[src/rtl/imm_ext_arbiter.sv]
// -----------------------------------------------------------------------------
// imm_ext_arbiter
//
// Shares one combinational sign_extend_shifter between two requesters:
// A (branch/jump unit) and B (load/store address unit). A single-entry output
// register captures the extender result. Simultaneous requests are resolved
// round-robin. One result per clock is sustained while the consumer keeps
// rsp_ready high.
//
// Ports
//   clk, reset_n          rising-edge clock, asynchronous active-low reset
//   a_valid/a_data/a_jump requester A request, immediate and shift select
//   a_ready               A accepted this cycle (combinational)
//   b_valid/b_data/b_jump requester B request, immediate and shift select
//   b_ready               B accepted this cycle (combinational)
//   sx_data_in, sx_jump   drive the shared extender (granted requester, else A)
//   sx_data_out           combinational extender result
//   rsp_valid/rsp_ready   registered result handshake
//   rsp_data, rsp_id      registered result and its owner (0 = A, 1 = B)
//   a_count, b_count      saturating grant counters
// -----------------------------------------------------------------------------
module imm_ext_arbiter #(
    parameter int IN_W  = 12,
    parameter int OUT_W = 16,
    parameter int CNT_W = 8
) (
    input  logic             clk,
    input  logic             reset_n,
    input  logic             a_valid,
    input  logic [IN_W-1:0]  a_data,
    input  logic             a_jump,
    output logic             a_ready,
    input  logic             b_valid,
    input  logic [IN_W-1:0]  b_data,
    input  logic             b_jump,
    output logic             b_ready,
    output logic [IN_W-1:0]  sx_data_in,
    output logic             sx_jump,
    input  logic [OUT_W-1:0] sx_data_out,
    output logic             rsp_valid,
    input  logic             rsp_ready,
    output logic [OUT_W-1:0] rsp_data,
    output logic             rsp_id,
    output logic [CNT_W-1:0] a_count,
    output logic [CNT_W-1:0] b_count
);

    typedef enum logic {
        EMPTY = 1'b0,
        FULL  = 1'b1
    } state_t;

    state_t state;
    state_t state_next;
    logic   last_grant;   // 0 = A, 1 = B
    logic   accept;
    logic   grant_a;
    logic   grant_b;

    // NOTE: state registers use non-blocking assignments so every flop samples
    // pre-edge values regardless of process ordering in simulation.
    always_ff @(posedge clk or negedge reset_n) begin
        if (!reset_n) begin
            state <= EMPTY;
        end else begin
            state <= state_next;
        end
    end

    // NOTE: every signal written here gets a default first, so no path leaves
    // it unassigned and no latch is inferred.
    always_comb begin
        state_next = state;
        accept     = 1'b0;
        grant_a    = 1'b0;
        grant_b    = 1'b0;

        // The slot frees up in the same cycle the consumer drains it. Gating
        // with reset_n keeps both ready outputs low while reset is held.
        accept = reset_n && ((state == EMPTY) || rsp_ready);

        // Round-robin on a tie: the requester not granted most recently wins.
        grant_a = accept && a_valid && (!b_valid || last_grant);
        grant_b = accept && b_valid && (!a_valid || !last_grant);

        if (grant_a || grant_b) begin
            state_next = FULL;
        end else if ((state == FULL) && rsp_ready) begin
            state_next = EMPTY;
        end
    end

    assign a_ready    = grant_a;
    assign b_ready    = grant_b;
    assign sx_data_in = grant_b ? b_data : a_data;
    assign sx_jump    = grant_b ? b_jump : a_jump;
    assign rsp_valid  = (state == FULL);

    // NOTE: the result register is reset along with the control state, so a
    // response held at reset is cleared to zero rather than left stale.
    always_ff @(posedge clk or negedge reset_n) begin
        if (!reset_n) begin
            rsp_data   <= '0;
            rsp_id     <= 1'b0;
            last_grant <= 1'b1;
        end else if (grant_a || grant_b) begin
            rsp_data   <= sx_data_out;
            rsp_id     <= grant_b;
            last_grant <= grant_b;
        end
    end

    // Counters stop at all-ones instead of wrapping.
    always_ff @(posedge clk or negedge reset_n) begin
        if (!reset_n) begin
            a_count <= '0;
            b_count <= '0;
        end else begin
            if (grant_a && (a_count != '1)) a_count <= a_count + CNT_W'(1);
            if (grant_b && (b_count != '1)) b_count <= b_count + CNT_W'(1);
        end
    end

endmodule

[config.mk]
export PLATFORM = sky130hd
export DESIGN_NAME = imm_ext_arbiter
export DESIGN_NICKNAME = d
export VERILOG_FILES = /design/src/rtl/imm_ext_arbiter.sv
export SDC_FILE = /design/constraint.sdc
export NUM_CORES = 1
export LEC_CHECK = 0
export BUFFER_PORTS_ARGS = -buffer_cell sky130_fd_sc_hd__buf_2
export CORE_MARGIN = 3
export CORE_UTILIZATION = 28
export DETAILED_ROUTE_END_ITERATION = 10
export GPL_ROUTABILITY_DRIVEN = 0
export PLACE_DENSITY_LB_ADDON = 0.3
export SLEW_MARGIN = 10
export SYNTH_ARGS = -nofsm -noshare
export SYNTH_HDL_FRONTEND = slang
export SYNTH_SLANG_ARGS = --single-unit
[constraint.sdc]
create_clock -name clk -period 2.4 [get_ports clk]
set_input_delay 0.48 -clock clk [delete_from_list [all_inputs] [get_ports clk]]
set_output_delay 0.48 -clock clk [all_outputs]
set_load 0.05 [all_outputs]
-- After elaboration in Yosys (flattened, before gate mapping)
Cells that the tools add are included.
- flip-flop bits (word level): 35
- bits of input ports: 47
- output and inout port bits: 49
- add/sub/neg operators: 2
- equality and inequality tests: 2
- multiplexer cells: 4
- bitwise operators: 1
- reduce and logical (&&, ||, !) cells: 16
- operators with widths (cell ; number):
    8-bit by 1-bit adder with 8-bit output, second input constant ; 2
    8-bit inequality test, second input constant ; 2
    12-bit two-way mux ; 1
    1-bit logical AND ; 8
    1-bit logical OR ; 4
    1-bit logical NOT ; 3
    1-bit two-way mux ; 3
    2-bit nonzero test ; 1
    1-bit inverter ; 1

-- Logic depth before layout (Yosys ltp)
- word-level depth: 7
- mapped depth: 6
- mapped depth without buffers: 5

-- Least setup slack after synthesis
Ideal clock, no wire load.
- kind: flip-flop to output port
- from: reg state (netlist: rsp_valid)
- to: out sx_data_in[10]
- arrival: 1820 ps
- slack: 100 ps
- cell stages (with the launch flop): 7
- cells stage by stage: dfrtp_1 > nand2b_4 > nand4_2 > inv_2 > buf_2 > nand2_1 > nand2_1
- cells in the longest elaborated chain, start to end: 6
- RTL lines (what ; RTL line ; source):
    from (decl) ; 53 ; state_t state;
    from (signal assigned) ; 66 ; state <= state_next;
    1-bit inverter ; 80 ; accept = reset_n && ((state == EMPTY) || rsp_ready);
    1-bit logical OR ; 80 ;
    1-bit logical AND ; 80 ;
    1-bit logical AND (2 in a row) ; 84 ; grant_b = accept && b_valid && (!a_valid || !last_grant);
    via b_ready ; 36 ; output logic b_ready,
    12-bit two-way mux ; 95 ; assign sx_data_in = grant_b ? b_data : a_data;
    to (decl) ; 37 ; output logic [IN_W-1:0] sx_data_in,
The timed path passes the listed nets, and every way through them passes these cells.

-- Worst setup path in the final report
- from: reg last_grant
- to: out sx_data_in[10]
- cells in the longest elaborated chain, start to end: 4
- RTL lines (what ; RTL line ; source):
    from (decl) ; 55 ; logic last_grant;
    from (signal assigned) ; 109 ; last_grant <= grant_b;
    1-bit logical NOT ; 84 ;
    1-bit logical OR ; 84 ;
    1-bit logical AND ; 84 ;
    12-bit two-way mux ; 95 ;
Every way passes these cells.

==> results.sh <==
export IMPL_crit_buf_inv=2
export IMPL_wl_met2_mm=1.82
export IMPL_area_growth_syn_to_layout_pct=36.9
export IMPL_finalSetupTns_ps=0
export IMPL_cts_setup_buffers=0
export IMPL_leakagePower_nw=1.25
export IMPL_drt_total_wl_mm=3.96
export IMPL_io_buffers=95
export IMPL_path_class="register to output port"
export IMPL_vias=1521
export IMPL_hp_class="input pin to asynchronous set/reset pin"
export IMPL_finalHoldViolCount=0
export IMPL_grt_pass1_vias=1450
export IMPL_yosys_warnings=0
export IMPL_worstSkewPairLatency_ps=280
export IMPL_h_tree_depth=2
export IMPL_status="finished clean"
export IMPL_worstPathCellList="nand2_1 > nand4_2 > buf_4 > nand2_1 > nand2_1 > buf_2"
export IMPL_fin_crit_sh_pct=89.6
export IMPL_grt_overflow=0
export IMPL_r2r_end="b_count[1]"
export IMPL_r2r_start="b_count[0]"
export IMPL_grt_max_degree=22
export IMPL_met3_length_um=409
export IMPL_routed_via_density=4.42
export IMPL_synth_main_ff_cell="dfrtp_1"
export IMPL_fin_nets=317
export IMPL_endpoint_kind="output port"
export IMPL_critPathLaunchType="register"
export IMPL_fmax_mhz=465
export IMPL_synth_edf_count=0
export IMPL_cp_common_cell="nand2_1"
export IMPL_cpLargestDelayFamily="flip-flops"
export IMPL_rows=28
export IMPL_finalClockSkew_ps=2.79
export IMPL_layout_drive_gt1_share_pct=49.4
export IMPL_rsz0062_at_grt="no"
export IMPL_min_period_ps=2150
export IMPL_netlist_area_um2=1740
export IMPL_synth_cell_types=35
export IMPL_ir_worst_vdd_mv=0.391
export IMPL_max_stage_delay_ps=570
export IMPL_maxCapViolCount=0
export IMPL_synthArstFlopShare_pct=100
export IMPL_n_antenna_cell=0
export IMPL_reg2reg_slack_ps=820
export IMPL_antenna_found_initial=0
export IMPL_syn_area_per_cell_um2=10.4
export IMPL_cts_hold_buf=0
export IMPL_fin_ws_ps=250
export IMPL_top_layer_used="met4"
export IMPL_die_w_um=84.9
export IMPL_power_density_cell_area_nw_per_um2=1020
export IMPL_arrival_ps=1670
export IMPL_fillers=596
export IMPL_critPathSlowestCell="dfstp_2"
export IMPL_dp_slack_ps=403
export IMPL_routedWlPerCell_um=11.5
export IMPL_worstPathRequired_ps=1920
export IMPL_initial_core_util_pct=29.1
export IMPL_die_h_um=84.9
export IMPL_cts_resized=0
export IMPL_drtIter0Drc=55
export IMPL_ys_seq_elements=35
export IMPL_post_dp_hpwl_mm=3.07
export IMPL_clk_path_buf_depth=2
export IMPL_drcViolationCount=0
export IMPL_dieArea_um2=7210
export IMPL_core_area_um2=5990
export IMPL_mostFrequentLayoutCells="buf_2 (95), nand2_1 (51), dfrtp_1 (34), mux2_2 (17), inv_1 (7)"
export IMPL_cp_max_fo=20
export IMPL_path_clk_slew_ps=70
export IMPL_cts_tree="done"
export IMPL_tightest_slew_ps=863
export IMPL_firstDrtPassIters=4
export IMPL_final_cells=344
export IMPL_dp_cells=336
export IMPL_io_pins=96
export IMPL_layout_commonest_cell="buf_2"
export IMPL_drt_met1_wl_mm=1.67
export IMPL_cts_made_buffers=5
export IMPL_maxSlewViolCount=0
export IMPL_max_slew_margin_rel_pct=42.3
export IMPL_root_buffer="clkbuf_8"
export IMPL_syn_nets=216
export IMPL_finalSetupViolations=0
export IMPL_ant_nets=0
export IMPL_seq_area_frac_synth_pct=50.3
export IMPL_syn_inst=167
export IMPL_worstRegToRegCells=5
export IMPL_grt_use_total_pct=11.2
export IMPL_cts_sinks=35
export IMPL_grt_pass1_wl_mm=6.56
-- Yosys cell counts, drive strengths merged (2+ instances only) --
library cell	number	area share, %
and3	2	0.72
inv	8	1.7
mux2i	2	1.1
buf	4	1.7
dfrtp	34	49
nor4	2	1.9
nand3	6	1.7
a21oi	6	1.9
nor3	3	1.1
nand4	3	1.4
a31oi	2	0.72
nand2	51	11
mux2	20	13
xor2	5	2.5
a41oi	2	1.0
ha	2	1.4
nor2	7	1.7
-- registers in the layout, summed over array words and instances, names as in the netlist --
signal,count
rsp_id,1
rsp_data,16
b_count,8
last_grant,1
rsp_valid,1
a_count,8
-- routing by layer --
metal	vias to the layer above	track usage (%)
li1	764	-
met3	6	4.17
met2	68	18.6
met5	-	0
met1	683	13.3
met4	0	3.88
-- kinds of logic after synthesis --
logic type	after synthesis	synth area share (%)
mux	22	14.3
buf+inv	12	3.37
fa+ha+maj	2	1.43
compound gates	13	6.31
simple gates	77	21.3
flops	35	50.3
xor+xnor	6	3.01
-- layout make-up --
type	instances	area (um^2)	share of cell area, %
repair buffers	98	498	20.8
inverters	8	30.0	1.26
clock buffers	7	76.3	3.20
clock inverters	1	5.00	0.210
multi-input cells	120	808	33.8
flip-flops and latches	35	877	36.7
well taps	75	93.8	3.93
-- worst max-delay path by stage --
stage                     startpoint              to  slack (ps)  depth (start not counted)
final                     last_grant  sx_data_in[10]         250                          6
after global routing      last_grant   sx_data_in[0]         100                          6
after CTS                 last_grant  sx_data_in[10]         200                          6
after detailed placement   rsp_ready   sx_data_in[1]         400                          7
after global placement     rsp_ready   sx_data_in[1]         410                          7
after floorplan            rsp_valid  sx_data_in[10]         100                          6
-- through the flow --
step / util (%) / cell area (um^2) / power, W / hold WS, ps
after global placement: 38.5 / 2310 / 0.00203 / 458
after global routing: 39.9 / 2390 / 0.00258 / 250
after floorplan: - / 1740 / 0.00175 / 184
after detailed placement: 38.5 / 2310 / 0.00205 / 468
final: 39.9 / 2390 / 0.00243 / 233
after CTS: 39.9 / 2390 / 0.00247 / 243
-- report_power, final --
part / total, W / internal (W) / switching [W] / leakage (nW)
clock: 0.000407 / 0.000204 / 0.000203 / 0.0422
sequential: 0.000892 / 0.000741 / 0.000152 / 0.416
combinational: 0.00113 / 0.000299 / 0.000829 / 0.793
total: 0.00243 / 0.00124 / 0.00118 / 1.25
(Power assumes the default switching activity.)
